==> config.mk <==
export PLATFORM = sky130hd
export DESIGN_NAME = mmio_uart_tx
export DESIGN_NICKNAME = d
export VERILOG_FILES = /design/src/rtl/mips_mmio_pkg.sv /design/src/rtl/sync_fifo.sv /design/src/rtl/mmio_uart_tx.sv
export SDC_FILE = /design/constraint.sdc
export NUM_CORES = 1
export LEC_CHECK = 0
export BUFFER_PORTS_ARGS = -buffer_cell sky130_fd_sc_hd__buf_4
export CELL_PAD_IN_SITES_DETAIL_PLACEMENT = 0
export CELL_PAD_IN_SITES_GLOBAL_PLACEMENT = 2
export CORE_MARGIN = 4
export CORE_UTILIZATION = 32
export CTS_CLUSTER_DIAMETER = 120
export DETAILED_ROUTE_END_ITERATION = 10
export GPL_ROUTABILITY_DRIVEN = 0
export GPL_TIMING_DRIVEN = 0
export HOLD_SLACK_MARGIN = 0.15
export MAX_ROUTING_LAYER = met4
export PLACE_DENSITY = 0.86
export SLEW_MARGIN = 20
export SYNTH_ARGS = -nofsm -noshare
export SYNTH_HDL_FRONTEND = slang
export SYNTH_SLANG_ARGS = --single-unit
==> constraint.sdc <==
create_clock -name clk -period 2.6 [get_ports clk]
set_input_delay 0.52 -clock clk [delete_from_list [all_inputs] [get_ports clk]]
set_output_delay 0.52 -clock clk [all_outputs]
set_load 0.005 [all_outputs]
==> src/rtl/mips_mmio_pkg.sv <==
// Shared definitions for the memory-mapped peripherals on the MIPS data bus.
// Contents: register offsets inside the 16-byte window, STATUS and CTRL bit
// positions, the UART transmit FSM state encoding and the default window base.
package mips_mmio_pkg;

  localparam logic [31:0] DEFAULT_BASE_ADDR = 32'h0000_0100;

  // Register offsets (a[3:0] with a[1:0] forced to zero)
  localparam logic [3:0] REG_TXDATA = 4'h0;
  localparam logic [3:0] REG_STATUS = 4'h4;
  localparam logic [3:0] REG_CTRL   = 4'h8;

  // STATUS layout
  localparam int STATUS_FULL_BIT   = 0;
  localparam int STATUS_EMPTY_BIT  = 1;
  localparam int STATUS_ACTIVE_BIT = 2;
  localparam int STATUS_OVF_BIT    = 3;
  localparam int STATUS_COUNT_LSB  = 4;
  localparam int STATUS_COUNT_W    = 3;

  // CTRL layout (both bits are one-shot commands)
  localparam int CTRL_FLUSH_BIT   = 0;
  localparam int CTRL_CLR_OVF_BIT = 1;

  typedef enum logic [1:0] {
    TX_IDLE  = 2'd0,
    TX_START = 2'd1,
    TX_DATA  = 2'd2,
    TX_STOP  = 2'd3
  } tx_state_t;

endpackage

==> src/rtl/sync_fifo.sv <==
// Small synchronous FIFO with combinational head output (dout shows the
// oldest entry whenever the FIFO is non-empty).
// Ports:
//   clk, reset     - clock, synchronous active-high reset
//   push, din      - write request and data; ignored when full
//   pop            - remove head entry; ignored when empty
//   flush          - drop all contents (pointers and count to zero)
//   dout           - head entry
//   full, empty    - occupancy flags
//   count          - number of stored entries, 0..DEPTH
module sync_fifo #(
  parameter int WIDTH = 8,
  parameter int DEPTH = 4,
  localparam int AW = (DEPTH > 1) ? $clog2(DEPTH) : 1,
  localparam int CW = $clog2(DEPTH + 1)
) (
  input  logic             clk,
  input  logic             reset,
  input  logic             push,
  input  logic             pop,
  input  logic             flush,
  input  logic [WIDTH-1:0] din,
  output logic [WIDTH-1:0] dout,
  output logic             full,
  output logic             empty,
  output logic [CW-1:0]    count
);

  logic [WIDTH-1:0] mem_reg [DEPTH];
  logic [AW-1:0]    wr_ptr_reg;
  logic [AW-1:0]    rd_ptr_reg;
  logic [CW-1:0]    count_reg;
  logic             push_ok;
  logic             pop_ok;

  function automatic logic [AW-1:0] ptr_inc(input logic [AW-1:0] p);
    return (p == AW'(DEPTH - 1)) ? '0 : p + AW'(1);
  endfunction

  assign full    = (count_reg == CW'(DEPTH));
  assign empty   = (count_reg == '0);
  assign count   = count_reg;
  assign dout    = mem_reg[rd_ptr_reg];
  // A full FIFO refuses a push even if a pop happens in the same cycle.
  assign push_ok = push & ~full;
  assign pop_ok  = pop & ~empty;

  // Storage has no reset; validity is tracked entirely by the pointers.
  always_ff @(posedge clk) begin
    if (push_ok) begin
      mem_reg[wr_ptr_reg] <= din;
    end
  end

  always_ff @(posedge clk) begin
    if (reset || flush) begin
      wr_ptr_reg <= '0;
      rd_ptr_reg <= '0;
      count_reg  <= '0;
    end else begin
      if (push_ok) begin
        wr_ptr_reg <= ptr_inc(wr_ptr_reg);
      end
      if (pop_ok) begin
        rd_ptr_reg <= ptr_inc(rd_ptr_reg);
      end
      count_reg <= count_reg + CW'(push_ok) - CW'(pop_ok);
    end
  end

endmodule

==> src/rtl/mmio_uart_tx.sv <==
// Memory-mapped 8N1 UART transmitter on the MIPS data-memory bus.
// Bytes stored to TXDATA are queued in a FIFO and shifted out LSB first.
// Ports:
//   clk, reset - clock, synchronous active-high reset
//   we, a, wd  - bus write strobe, byte address, write data
//   rd         - read data for the window (combinational from a)
//   sel        - address falls inside this block's 16-byte window
//   txd        - serial output, idle high
//   busy       - queue non-empty or a frame in flight
module mmio_uart_tx
  import mips_mmio_pkg::*;
#(
  parameter logic [31:0] BASE_ADDR    = DEFAULT_BASE_ADDR,
  parameter int          CLKS_PER_BIT = 16,
  parameter int          FIFO_DEPTH   = 4
) (
  input  logic        clk,
  input  logic        reset,
  input  logic        we,
  input  logic [31:0] a,
  input  logic [31:0] wd,
  output logic [31:0] rd,
  output logic        sel,
  output logic        txd,
  output logic        busy
);

  localparam int BW = (CLKS_PER_BIT > 1) ? $clog2(CLKS_PER_BIT) : 1;
  localparam int CW = $clog2(FIFO_DEPTH + 1);

  tx_state_t     state_reg;
  logic [BW-1:0] baud_reg;
  logic [2:0]    bit_idx_reg;
  logic [7:0]    shift_reg;
  logic          txd_reg;
  logic          ovf_reg;

  logic [3:0]    reg_off;
  logic          push_req;
  logic          ctrl_wr;
  logic          flush;
  logic          baud_done;
  logic          pop;
  logic [7:0]    fifo_dout;
  logic          fifo_full;
  logic          fifo_empty;
  logic [CW-1:0] fifo_count;
  logic [31:0]   status_word;
  logic          unused_bits;

  // Address decode: word registers, byte lane bits ignored.
  assign sel      = (a[31:4] == BASE_ADDR[31:4]);
  assign reg_off  = {a[3:2], 2'b00};
  assign push_req = we & sel & (reg_off == REG_TXDATA);
  assign ctrl_wr  = we & sel & (reg_off == REG_CTRL);
  assign flush    = ctrl_wr & wd[CTRL_FLUSH_BIT];

  assign unused_bits = ^{a[1:0], wd[31:8]};

  assign baud_done = (baud_reg == BW'(CLKS_PER_BIT - 1));
  // The head is taken when idle, or at the last cycle of a stop bit so the
  // next start bit follows with no gap.
  assign pop = ~fifo_empty & ((state_reg == TX_IDLE) ||
                              (state_reg == TX_STOP && baud_done));

  sync_fifo #(
    .WIDTH (8),
    .DEPTH (FIFO_DEPTH)
  ) u_fifo (
    .clk   (clk),
    .reset (reset),
    .push  (push_req),
    .pop   (pop),
    .flush (flush),
    .din   (wd[7:0]),
    .dout  (fifo_dout),
    .full  (fifo_full),
    .empty (fifo_empty),
    .count (fifo_count)
  );

  always_comb begin
    status_word                    = '0;
    status_word[STATUS_FULL_BIT]   = fifo_full;
    status_word[STATUS_EMPTY_BIT]  = fifo_empty;
    status_word[STATUS_ACTIVE_BIT] = (state_reg != TX_IDLE);
    status_word[STATUS_OVF_BIT]    = ovf_reg;
    status_word[STATUS_COUNT_LSB +: STATUS_COUNT_W] = STATUS_COUNT_W'(fifo_count);
  end

  always_comb begin
    rd = '0;
    if (sel && reg_off == REG_STATUS) begin
      rd = status_word;
    end
  end

  // Sticky overflow; a drop in the same cycle as a clear wins so the
  // event is never lost.
  always_ff @(posedge clk) begin
    if (reset) begin
      ovf_reg <= 1'b0;
    end else if (push_req && fifo_full) begin
      ovf_reg <= 1'b1;
    end else if (ctrl_wr && wd[CTRL_CLR_OVF_BIT]) begin
      ovf_reg <= 1'b0;
    end
  end

  // Transmit FSM; txd is registered so the line never glitches.
  always_ff @(posedge clk) begin
    if (reset) begin
      state_reg   <= TX_IDLE;
      baud_reg    <= '0;
      bit_idx_reg <= '0;
      shift_reg   <= '0;
      txd_reg     <= 1'b1;
    end else begin
      case (state_reg)
        TX_IDLE: begin
          baud_reg <= '0;
          txd_reg  <= 1'b1;
          if (!fifo_empty) begin
            shift_reg <= fifo_dout;
            state_reg <= TX_START;
            txd_reg   <= 1'b0;
          end
        end
        TX_START: begin
          if (baud_done) begin
            baud_reg    <= '0;
            bit_idx_reg <= '0;
            state_reg   <= TX_DATA;
            txd_reg     <= shift_reg[0];
          end else begin
            baud_reg <= baud_reg + BW'(1);
          end
        end
        TX_DATA: begin
          if (baud_done) begin
            baud_reg <= '0;
            if (bit_idx_reg == 3'd7) begin
              state_reg <= TX_STOP;
              txd_reg   <= 1'b1;
            end else begin
              bit_idx_reg <= bit_idx_reg + 3'd1;
              shift_reg   <= {1'b0, shift_reg[7:1]};
              txd_reg     <= shift_reg[1];
            end
          end else begin
            baud_reg <= baud_reg + BW'(1);
          end
        end
        TX_STOP: begin
          if (baud_done) begin
            baud_reg <= '0;
            if (!fifo_empty) begin
              shift_reg <= fifo_dout;
              state_reg <= TX_START;
              txd_reg   <= 1'b0;
            end else begin
              state_reg <= TX_IDLE;
            end
          end else begin
            baud_reg <= baud_reg + BW'(1);
          end
        end
        default: begin
          state_reg <= TX_IDLE;
          txd_reg   <= 1'b1;
        end
      endcase
    end
  end

  assign txd  = txd_reg;
  assign busy = (state_reg != TX_IDLE) | ~fifo_empty;

endmodule

==> impl_results.md <==
- Vias per inst: 4.49
- Crit path cell chain: buf_4 > nor4b_4 > nand4_4 > nor4_4 > nor2b_1 > buf_4
- Antenna violation net count after detailed routing: 0
- Hold Slack: 373 ps
- Initial Util: 33.4%
- Tmin final: 2390 ps
- RSZ-0062 raised after global routing: no
- Design area: 3980 um2
- Inserted Diodes: 0
- Grt total ovfl: 0
- Gr usage total: 11.0%
- Unique cell type count in the Yosys netlist: 54
- Initial antenna violation count: 0
- Cell count after placement: 464
- Row Count: 35
- Die width: 107 um
- Final setup viols: 0
- Clk Latency, worst-skew pair: 340 ps
- CTS max path bufs: 2
- Req. time, crit path: 2080 ps
- TritonCTS buffer count: 9
- Max Clk Rate: 419 MHz
- Wire length per cell: 12.2 um
- Max FFs per register: 32
- Mapped Area: 3150 um2
- Initial DRT Pass Iterations: 4
- Clock sinks: 60
- Synth area leader: edfxtp_1
- Final nets: 430
- Setup Fix Bufs, Post-CTS: 0
- Area Overhead vs Synth: 26.3%
- Worst-Margin Slew: 626 ps
- Via count: 2156
- Global-route wire length before repair: 9740 um
- Top cell type's share of synthesized area: 30.5%
- Max-cap check violation count: 0
- Clock Skew: 4.91 ps
- Top FF cell, synth: edfxtp_1
- Relative slew slack: 57.9%
- Setup TNS Final: 0 ps
- Yosys reg bits: 60
- Die Y: 107 um
- Largest family of logic cells by synthesized area: simple AND/OR/NAND/NOR gates
- Syn_area_per_cell: 12.1 um2
- Sequential-to-total area share from yosys stat: 48.3%
- CTS hold repair buffers: 0
- Crit end category: output port
- Dpl cell area: 3780 um2
- Clock-pin slew on the worst setup and hold paths: 70 ps
- I/O Buffers: 50
- Total power: 0.00198 W
- CTS tree: done
- Post-synth EDFFs: 32
- Max incr delay on CP: 410 ps
- HP Class: input port to register
- Clk root buf: clkbuf_8
- Arrival @ worst endpoint: 1870 ps
- Synthesis Warnings: 0
- Post-synth ARST share: 0%
- Post-CTS sizing: 0
- Slew Limit Fails: 0
- Crit path max fanout: 7
- Startpoint Class: input port
- Mux share of post-synthesis cell area: 6.71%
- Crit-path most repeated cell: buf_4
- Synth area leaders: edfxtp_1 (31%), dfxtp_1 (18%), ha_1 (6.4%)
- Period utilisation layout: 91.8%
- Layout Cells excl Fill: 480
- Crit path kind: input port to output port
- Synth Area in Simple Gates: 19.5%
- Drt initial violations: 48
- Layout cells sized above 1: 32.8%
- # DRC: 0
- Pwr/cell area: 497 nW/um2
- Reg-to-reg startpoint: u_fifo.count[1]
- Fillers: 894
- Pin count of the biggest net entering global routing: 12
- Hold Vio Cnt, Final: 0
- Commonest cells after routing, fill and taps aside: buf_4 (75), edfxtp_1 (32), dfxtp_1 (27), conb_1 (25), nor3_1 (18)
- Outcome: finished clean
- Critical Path Slowest Stage Cell: nor4_4
- Mapped Cells: 261
- Critical Path Start: a[9]
- Worst vdd ir: 0.000338 V
- Core area: 9420 um2
- H-tree levels: 3
- Vias in the first global route: 2137
- Pleak: 1.55 nW
- Final HPWL DP: 4440 um
- Die Area: 11500 um2
- Post-synthesis compound-gate area fraction: 8.78%
- Adder-cell share of the synthesized area: 6.99%
- Leading cell type in the layout, fill and taps excluded: buf_4
- Hold path start: wd[2]
- Post-synthesis xor/xnor area fraction: 1.11%
- Io pins: 102
- Final wirelength: 5880 um
## where the power goes
part | leakage, nW | total (W) | internal [W] | switching [W]
Clock | 0.0862 | 0.000811 | 0.000440 | 0.000371
Sequential | 0.513 | 0.00101 | 0.00100 | 0.00000478
Combinational | 0.955 | 0.000162 | 0.0000902 | 0.0000716
Total | 1.55 | 0.00198 | 0.00153 | 0.000447
## area by class of cell
type                       instances  area, um2  area share [%]
tap                              129        161            4.06
timing repair buffer              50        375            9.43
multi-input combinational        179       1460            36.7
sequential                        60       1520            38.3
clock inverter                     6       65.1            1.64
clock buffer                      10        128            3.21
inverter                          14       52.6            1.32
buffer                            32        215            5.41
## worst max-delay path: cells and delay by family
family                 cells  cell delay, ps
buffers and inverters      2             240
AND/OR/NAND/NOR            4            1110
## metal layers
layer	vias up	track usage [%]	wire length, um	part of all wire, %
met4	0	4.66	112	1.9
met5	-	-	0	0
met2	62	17.8	2870	49
li1	1098	-	-	-
met1	984	13.0	2570	44
met3	12	2.89	324	5.5
## metrics by stage
| step | setup slack, ps | util, % |
|---|---|---|
| global route | 36.4 | 42.3 |
| detailed placement | 55.3 | 40.1 |
| CTS | 72.6 | 42.2 |
| global placement | 85.1 | 40.1 |
| finish | 214 | 42.3 |
| floorplan | 409 | - |
## cells by family (layout without fill, tap and decap cells)
| group | count (synthesis) | after routing |
|---|---|---|
| xor gates and xnor gates | 4 | 4 |
| and+or+nand+nor | 89 | 89 |
| muxes | 11 | 11 |
| adders and majority gates | 17 | 17 |
| AOI/OAI and AO/OA | 33 | 33 |
| DFF | 60 | 60 |
| other | 1 | 25 |
| buffers and inverters | 46 | 112 |
## final timing paths
path	endpoint	slack (ps)	cells after the start
setup / recovery	rd[2]	210	6
hold / removal	u_fifo.mem_reg[2][2]	370	1
setup reg to reg	u_fifo.count[2]	250	8
hold reg to reg	baud_reg[0]	470	1
## cells in the mapped netlist (2+ instances only)
cell type,instances
nor2b_1,11
nand3b_1,2
nand3_1,4
mux2i_1,2
dfxtp_1,28
a22o_1,2
mux4_2,8
nor2_1,11
nor4_2,3
a221oi_1,8
o21ai_0,6
a21bo_2,2
buf_4,25
nor4_4,3
inv_1,14
and2_1,9
ha_1,16
or4_1,2
edfxtp_1,32
clkbuf_1,5
xnor2_1,3
nand2b_1,2
nand2_1,6
a22oi_1,3
a21oi_1,2
nand4_1,2
nor3_2,2
nor3_1,18
o2bb2ai_1,2
nor4_1,4
Note: power is estimated with default switching activity, not from simulation.
